File: src/rtl/mux8_scan_feeder_pkg.sv
//------------------------------------------------------------------------------
// mux8_scan_pkg : shared sizes and sequencer state encoding for mux8_scan_feeder
// Revision: 1.0
//------------------------------------------------------------------------------
`default_nettype none

package mux8_scan_pkg;

   localparam int NUM_WORDS = 8;
   localparam int SEL_W     = 3;
   localparam int WORD_W    = 16;

   localparam logic [SEL_W-1:0] LAST_SEL = SEL_W'(NUM_WORDS - 1);

   typedef enum logic [1:0] {
      IDLE  = 2'd0,
      FETCH = 2'd1,
      HOLD  = 2'd2
   } scan_state_t;

endpackage

`default_nettype wire

File: src/rtl/mux8_scan_feeder_bank.sv
//------------------------------------------------------------------------------
// reg_bank8x16 : write-decoded eight-entry register array with flat outputs
// Revision: 1.0
//------------------------------------------------------------------------------
`default_nettype none

module reg_bank8x16
   import mux8_scan_pkg::*;
#(
   parameter int WIDTH = WORD_W
) (
   input  logic             clk,
   input  logic             rst,
   input  logic             wr_en,
   input  logic [SEL_W-1:0] wr_addr,
   input  logic [WIDTH-1:0] wr_data,
   output logic [WIDTH-1:0] q0,
   output logic [WIDTH-1:0] q1,
   output logic [WIDTH-1:0] q2,
   output logic [WIDTH-1:0] q3,
   output logic [WIDTH-1:0] q4,
   output logic [WIDTH-1:0] q5,
   output logic [WIDTH-1:0] q6,
   output logic [WIDTH-1:0] q7
);

   logic [WIDTH-1:0] mem_q [NUM_WORDS];

   always_ff @(posedge clk) begin
      if (rst) begin
         for (int i = 0; i < NUM_WORDS; i++) begin
            mem_q[i] <= '0;
         end
      end else if (wr_en) begin
         mem_q[wr_addr] <= wr_data;
      end
   end

   assign q0 = mem_q[0];
   assign q1 = mem_q[1];
   assign q2 = mem_q[2];
   assign q3 = mem_q[3];
   assign q4 = mem_q[4];
   assign q5 = mem_q[5];
   assign q6 = mem_q[6];
   assign q7 = mem_q[7];

endmodule

`default_nettype wire

File: src/rtl/mux8_scan_feeder.sv
//------------------------------------------------------------------------------
// mux8_scan_feeder : register bank plus scan sequencer feeding an external 8:1
// mux and presenting each selected word on a valid/ready port.
// Option macro: SCAN_SKIP_ZERO_EN (zero words are skipped without a transfer).
// Revision: 1.0
//------------------------------------------------------------------------------
`default_nettype none

module mux8_scan_feeder
   import mux8_scan_pkg::*;
#(
   parameter int WIDTH = WORD_W
) (
   input  logic             clk,
   input  logic             rst,
   input  logic             wr_en,
   input  logic [SEL_W-1:0] wr_addr,
   input  logic [WIDTH-1:0] wr_data,
   input  logic             start,
   output logic [WIDTH-1:0] q0,
   output logic [WIDTH-1:0] q1,
   output logic [WIDTH-1:0] q2,
   output logic [WIDTH-1:0] q3,
   output logic [WIDTH-1:0] q4,
   output logic [WIDTH-1:0] q5,
   output logic [WIDTH-1:0] q6,
   output logic [WIDTH-1:0] q7,
   output logic [SEL_W-1:0] s,
   input  logic [WIDTH-1:0] mux_o,
   output logic [WIDTH-1:0] out_data,
   output logic             out_valid,
   input  logic             out_ready,
   output logic             busy,
   output logic             done
);

   scan_state_t      state_q, state_d;
   logic [SEL_W-1:0] sel_q, sel_d;
   logic [WIDTH-1:0] data_q, data_d;
   logic             done_q, done_d;

   reg_bank8x16 #(
      .WIDTH (WIDTH)
   ) u_bank (
      .clk     (clk),
      .rst     (rst),
      .wr_en   (wr_en),
      .wr_addr (wr_addr),
      .wr_data (wr_data),
      .q0      (q0),
      .q1      (q1),
      .q2      (q2),
      .q3      (q3),
      .q4      (q4),
      .q5      (q5),
      .q6      (q6),
      .q7      (q7)
   );

   always_ff @(posedge clk) begin
      if (rst) begin
         state_q <= IDLE;
         sel_q   <= '0;
         data_q  <= '0;
         done_q  <= 1'b0;
      end else begin
         state_q <= state_d;
         sel_q   <= sel_d;
         data_q  <= data_d;
         done_q  <= done_d;
      end
   end

   always_comb begin
      state_d = state_q;
      sel_d   = sel_q;
      data_d  = data_q;
      done_d  = 1'b0;
      case (state_q)
         IDLE: begin
            sel_d = '0;
            if (start) begin
               state_d = FETCH;
            end
         end
         FETCH: begin
            // mux_o still reflects the pre-write bank, so a same-cycle write is not captured
            data_d  = mux_o;
            state_d = HOLD;
`ifdef SCAN_SKIP_ZERO_EN
            if (mux_o == '0) begin
               if (sel_q == LAST_SEL) begin
                  state_d = IDLE;
                  sel_d   = '0;
                  done_d  = 1'b1;
               end else begin
                  state_d = FETCH;
                  sel_d   = sel_q + 3'd1;
               end
            end
`endif
         end
         HOLD: begin
            if (out_ready) begin
               if (sel_q == LAST_SEL) begin
                  state_d = IDLE;
                  sel_d   = '0;
                  done_d  = 1'b1;
               end else begin
                  state_d = FETCH;
                  sel_d   = sel_q + 3'd1;
               end
            end
         end
         default: begin
            state_d = IDLE;
            sel_d   = '0;
         end
      endcase
   end

   assign s         = sel_q;
   assign out_data  = data_q;
   assign out_valid = (state_q == HOLD);
   assign busy      = (state_q != IDLE);
   assign done      = done_q;

endmodule

`default_nettype wire

File: config.mk
export PLATFORM = sky130hd
export DESIGN_NAME = mux8_scan_feeder
export DESIGN_NICKNAME = d
export VERILOG_FILES = /design/src/rtl/mux8_scan_feeder_pkg.sv /design/src/rtl/mux8_scan_feeder_bank.sv /design/src/rtl/mux8_scan_feeder.sv
export SDC_FILE = /design/constraint.sdc
export NUM_CORES = 1
export LEC_CHECK = 0
export BUFFER_PORTS_ARGS = -buffer_cell sky130_fd_sc_hd__buf_2
export CELL_PAD_IN_SITES_DETAIL_PLACEMENT = 0
export CELL_PAD_IN_SITES_GLOBAL_PLACEMENT = 2
export CORE_ASPECT_RATIO = 0.9
export CORE_MARGIN = 8
export CORE_UTILIZATION = 35
export DETAILED_ROUTE_END_ITERATION = 8
export HOLD_SLACK_MARGIN = 0.06
export PLACE_DENSITY = 0.88
export SLEW_MARGIN = 0
export SYNTH_ARGS = -nofsm -noshare
export SYNTH_HDL_FRONTEND = slang
export SYNTH_SLANG_ARGS = --single-unit
File: constraint.sdc
create_clock -name clk -period 4.39 [get_ports clk]
set_input_delay 0.439 -clock clk [delete_from_list [all_inputs] [get_ports clk]]
set_output_delay 0.439 -clock clk [all_outputs]
set_load 0.1 [all_outputs]
==> flow_summary_export.csv <==
group,metric,value,unit
status,outcome,"finished clean",
cts,cts_buffers,17,
critical_path,crit_start,"state_q[1]",
synthesis,postSynthAreaPerCell,14.68,sq um
critical_path,arrival,1.79,ns
critical_path,max_stage_delay,0.53,ns
placed_design,io_buffer_count,189,
cells_and_area,final_util,46.06,%
drt,wl_per_cell,18.75,microns
cts,cts_setup_buffers,0,
placed_design,place_area,6810,sq um
global_routing,grt_antenna_before_repair,0,
timing,timing.final.ws_setup,2.159,ns
global_routing,grt.total_usage,14.54,%
pwr,p_leak,3.003,nW
global_routing,grt_pass1_wl,22.16,mm
critical_path,crit_path_max_fanout,8,
flow_run,maxCapViolCount,0,
synthesis,syn_area,5667,sq um
critical_path,cp-start-kind,"flip-flop",
synthesis,postSynthCellCount,386,
synthesis,synth-main-ff-cell,"edfxtp_1",
drt,drtAntennaViolNets,0,
placed_design,dp_hpwl,11.39,mm
drt,num_vias,3686,
die,rows,44,
cells_and_area,stdcell_area,7353,sq um
timing,setup_viol,0,
timing,fin_crit,2.231,ns
pwr,power.internal,2.545,mW
timing,hold_viol_final,0,
hold_path,hp-class,"input pin to flip-flop",
cts,cts_max_path_buffers,2,
timing,min_period_over_period,50.82,%
synthesis,yosysSeqAreaShare,75.60,%
critical_path,timing.rr.start,"s[0]",
cts,path_clk_slew,0.06,ns
die,fp.dieH,136.7,microns
die,start_util,35.49,%
cts,cts_root_buffer,"clkbuf_16",
cells_and_area,nets,621,
cells_and_area,area_growth,29.76,%
cells_and_area,diodes,0,
pwr,power.share.clock,35.0,%
critical_path,critPathRequiredTime,3.95,ns
critical_path,crit_slowest_cell,"buf_2",
critical_path,crit_family,"buffers and inverters",
synthesis,synth_top_area_share,67.83,%
synthesis,ys_seq_elements,150,
synthesis,ys_top_cells_by_area,"edfxtp_1 68%, and2_1 14%, dfxtp_1 7.8%",
die,fp.dieW,150.1,microns
die,ioPinCount,190,
global_routing,first_global_vias,3866,
cts,cts_tree,"yes",
pwr,finalPower,3.844,mW
timing,max_freq,448.2,MHz
timing,hold_ws,0.2692,ns
cts,postCtsHoldBufs,0,
synthesis,synth_cell_types,25,
drt,post-route-drc-count,0,
synthesis,ys_async_sr_fraction,0,%
pwr,p_switching,1.299,mW
pwr,seq_power_share,43.4,%
cells_and_area,layout.cells.non_filler,796,
timing,fin_worst_skew,0.004865,ns
synthesis,ys_warn_count,0,
cells_and_area,drive_above_1_share,39.22,%
drt,drtIter0Drc,256,
pwr,power_density,522.8,nW/um^2
placed_design,gp_congestion,0.7640,
synthesis,synth_edf_count,128,
timing,rsz0062_at_grt,"false",
synthesis,synth_nets,428,
cts,htree_levels,4,
timing,tightest_slew,0.8351,ns
timing,relSlewSlack,44.12,%
hold_path,hold_path_startpoint,"mux_o[5]",
pwr,pwr-share-comb,21.6,%
placed_design,dp_cells,767,
placed_design,pre_cts_ws,1.782,ns
synthesis,synth_top_area_cell,"edfxtp_1",
timing,setup-tns-final,0,ns
global_routing,grt_max_degree,33,
cts,clk_latency,0.40,ns
pwr,peakVddDrop,0.2840,mV
drt,firstDrtPassIters,4,
cts,cts_resized,0,
timing,slew_violations,0,
cts,cts_sinks,150,
die,dieArea,20520,sq um
pwr,swShare,33.80,%
critical_path,cp_num_buf_inv,1,
drt,vias_per_cell,4.631,
critical_path,cp-end-kind,"primary output",
critical_path,critPathKind,"flip-flop to primary output",
global_routing,overflow,0,
drt,drt_wl_total,14.92,mm
die,core,15970,sq um
critical_path,cp_cell_sequence,"nor2b_1 > buf_2",
-- sequential cells by signal (all words and copies together) (netlist names) --
register	count
done	1
out_data	16
s	3
state_q	2
u_bank.mem_q	128
-- area by class of cell --
| cell class | instances | area, sq um |
|---|---|---|
| clock buffer | 20 | 436.7 |
| clock inverter | 9 | 106.4 |
| fill | 1457 | 8612 |
| multi-input combinational | 220 | 1314 |
| sequential | 150 | 4284 |
| tap | 207 | 259.0 |
| timing repair buffer | 190 | 953.4 |
-- final timing paths --
path | to | slack (ns) | cells past startpoint
setup / recovery | out_valid | 2.16 | 2
setup reg to reg | s[2] | 2.99 | 5
hold reg to reg | out_data[15] | 0.45 | 2
hold / removal | out_data[5] | 0.27 | 3
-- cells in the final DEF, fill, tap and decap left out, types with 2 or more instances in the layout --
cell,netlist,final
nand2_1,35,35
clkinvlp_4,0,2
nand3b_1,4,4
bufinv_16,0,2
edfxtp_1,128,128
nand2b_1,4,4
clkbuf_1,9,3
clkbuf_16,0,17
nor2b_1,3,3
or2_2,9,9
ha_1,2,2
buf_2,7,189
clkinv_2,0,2
and2_1,128,128
nor2_1,4,4
nor2_2,2,2
a21oi_1,17,17
a31oi_1,2,2
dfxtp_1,22,22
-- tightest hold or removal path, cell delays in order --
cell and delay, ns:
buf_2 0.09, nand2_1 0.04, a21oi_1 0.05
-- kinds of logic (layout without fill, tap and decap cells) --
| logic type | count (synthesis) | after routing | share of synthesized area (%) |
|---|---|---|---|
| AO/OA/AOI/OAI | 20 | 20 | 1.855 |
| multiplexers | 2 | 2 | 0.3754 |
| flip-flops | 150 | 150 | 75.60 |
| adder cells (fa/ha/maj) | 2 | 2 | 0.4415 |
| AND/OR/NAND/NOR | 196 | 196 | 20.51 |
| buffers and inverters | 16 | 219 | 1.214 |
-- power groups by stage --
| stage | logic (mW) | clock network [mW] | registers (mW) |
|---|---|---|---|
| after global routing | 0.855 | 1.43 | 1.68 |
| after CTS | 0.836 | 1.37 | 1.67 |
| final | 0.831 | 1.34 | 1.67 |
| after detailed placement | 0.835 | 0 | 1.70 |
| after floorplan | 0.0722 | 0 | 2.31 |
| after global placement | 0.832 | 0 | 1.70 |
-- cell usage after synthesis, drive strengths merged (2+ instances only) --
| cell | instances |
|---|---|
| a31oi | 2 |
| ha | 2 |
| a21oi | 17 |
| dfxtp | 22 |
| clkbuf | 9 |
| nand2b | 4 |
| nand2 | 35 |
| or2 | 9 |
| nor3 | 3 |
| nand3b | 4 |
| buf | 7 |
| nor2 | 7 |
| nor2b | 3 |
| edfxtp | 128 |
| and2 | 128 |
-- per-layer routing --
layer  wire (microns)  up-vias  track usage, %
li1                 -     1713               -
met1             6141     1826           17.54
met2             7387      137           23.53
met3             1162       10           5.091
met4              231        0           5.657
met5                0        -               0
(Power assumes the default switching activity.)
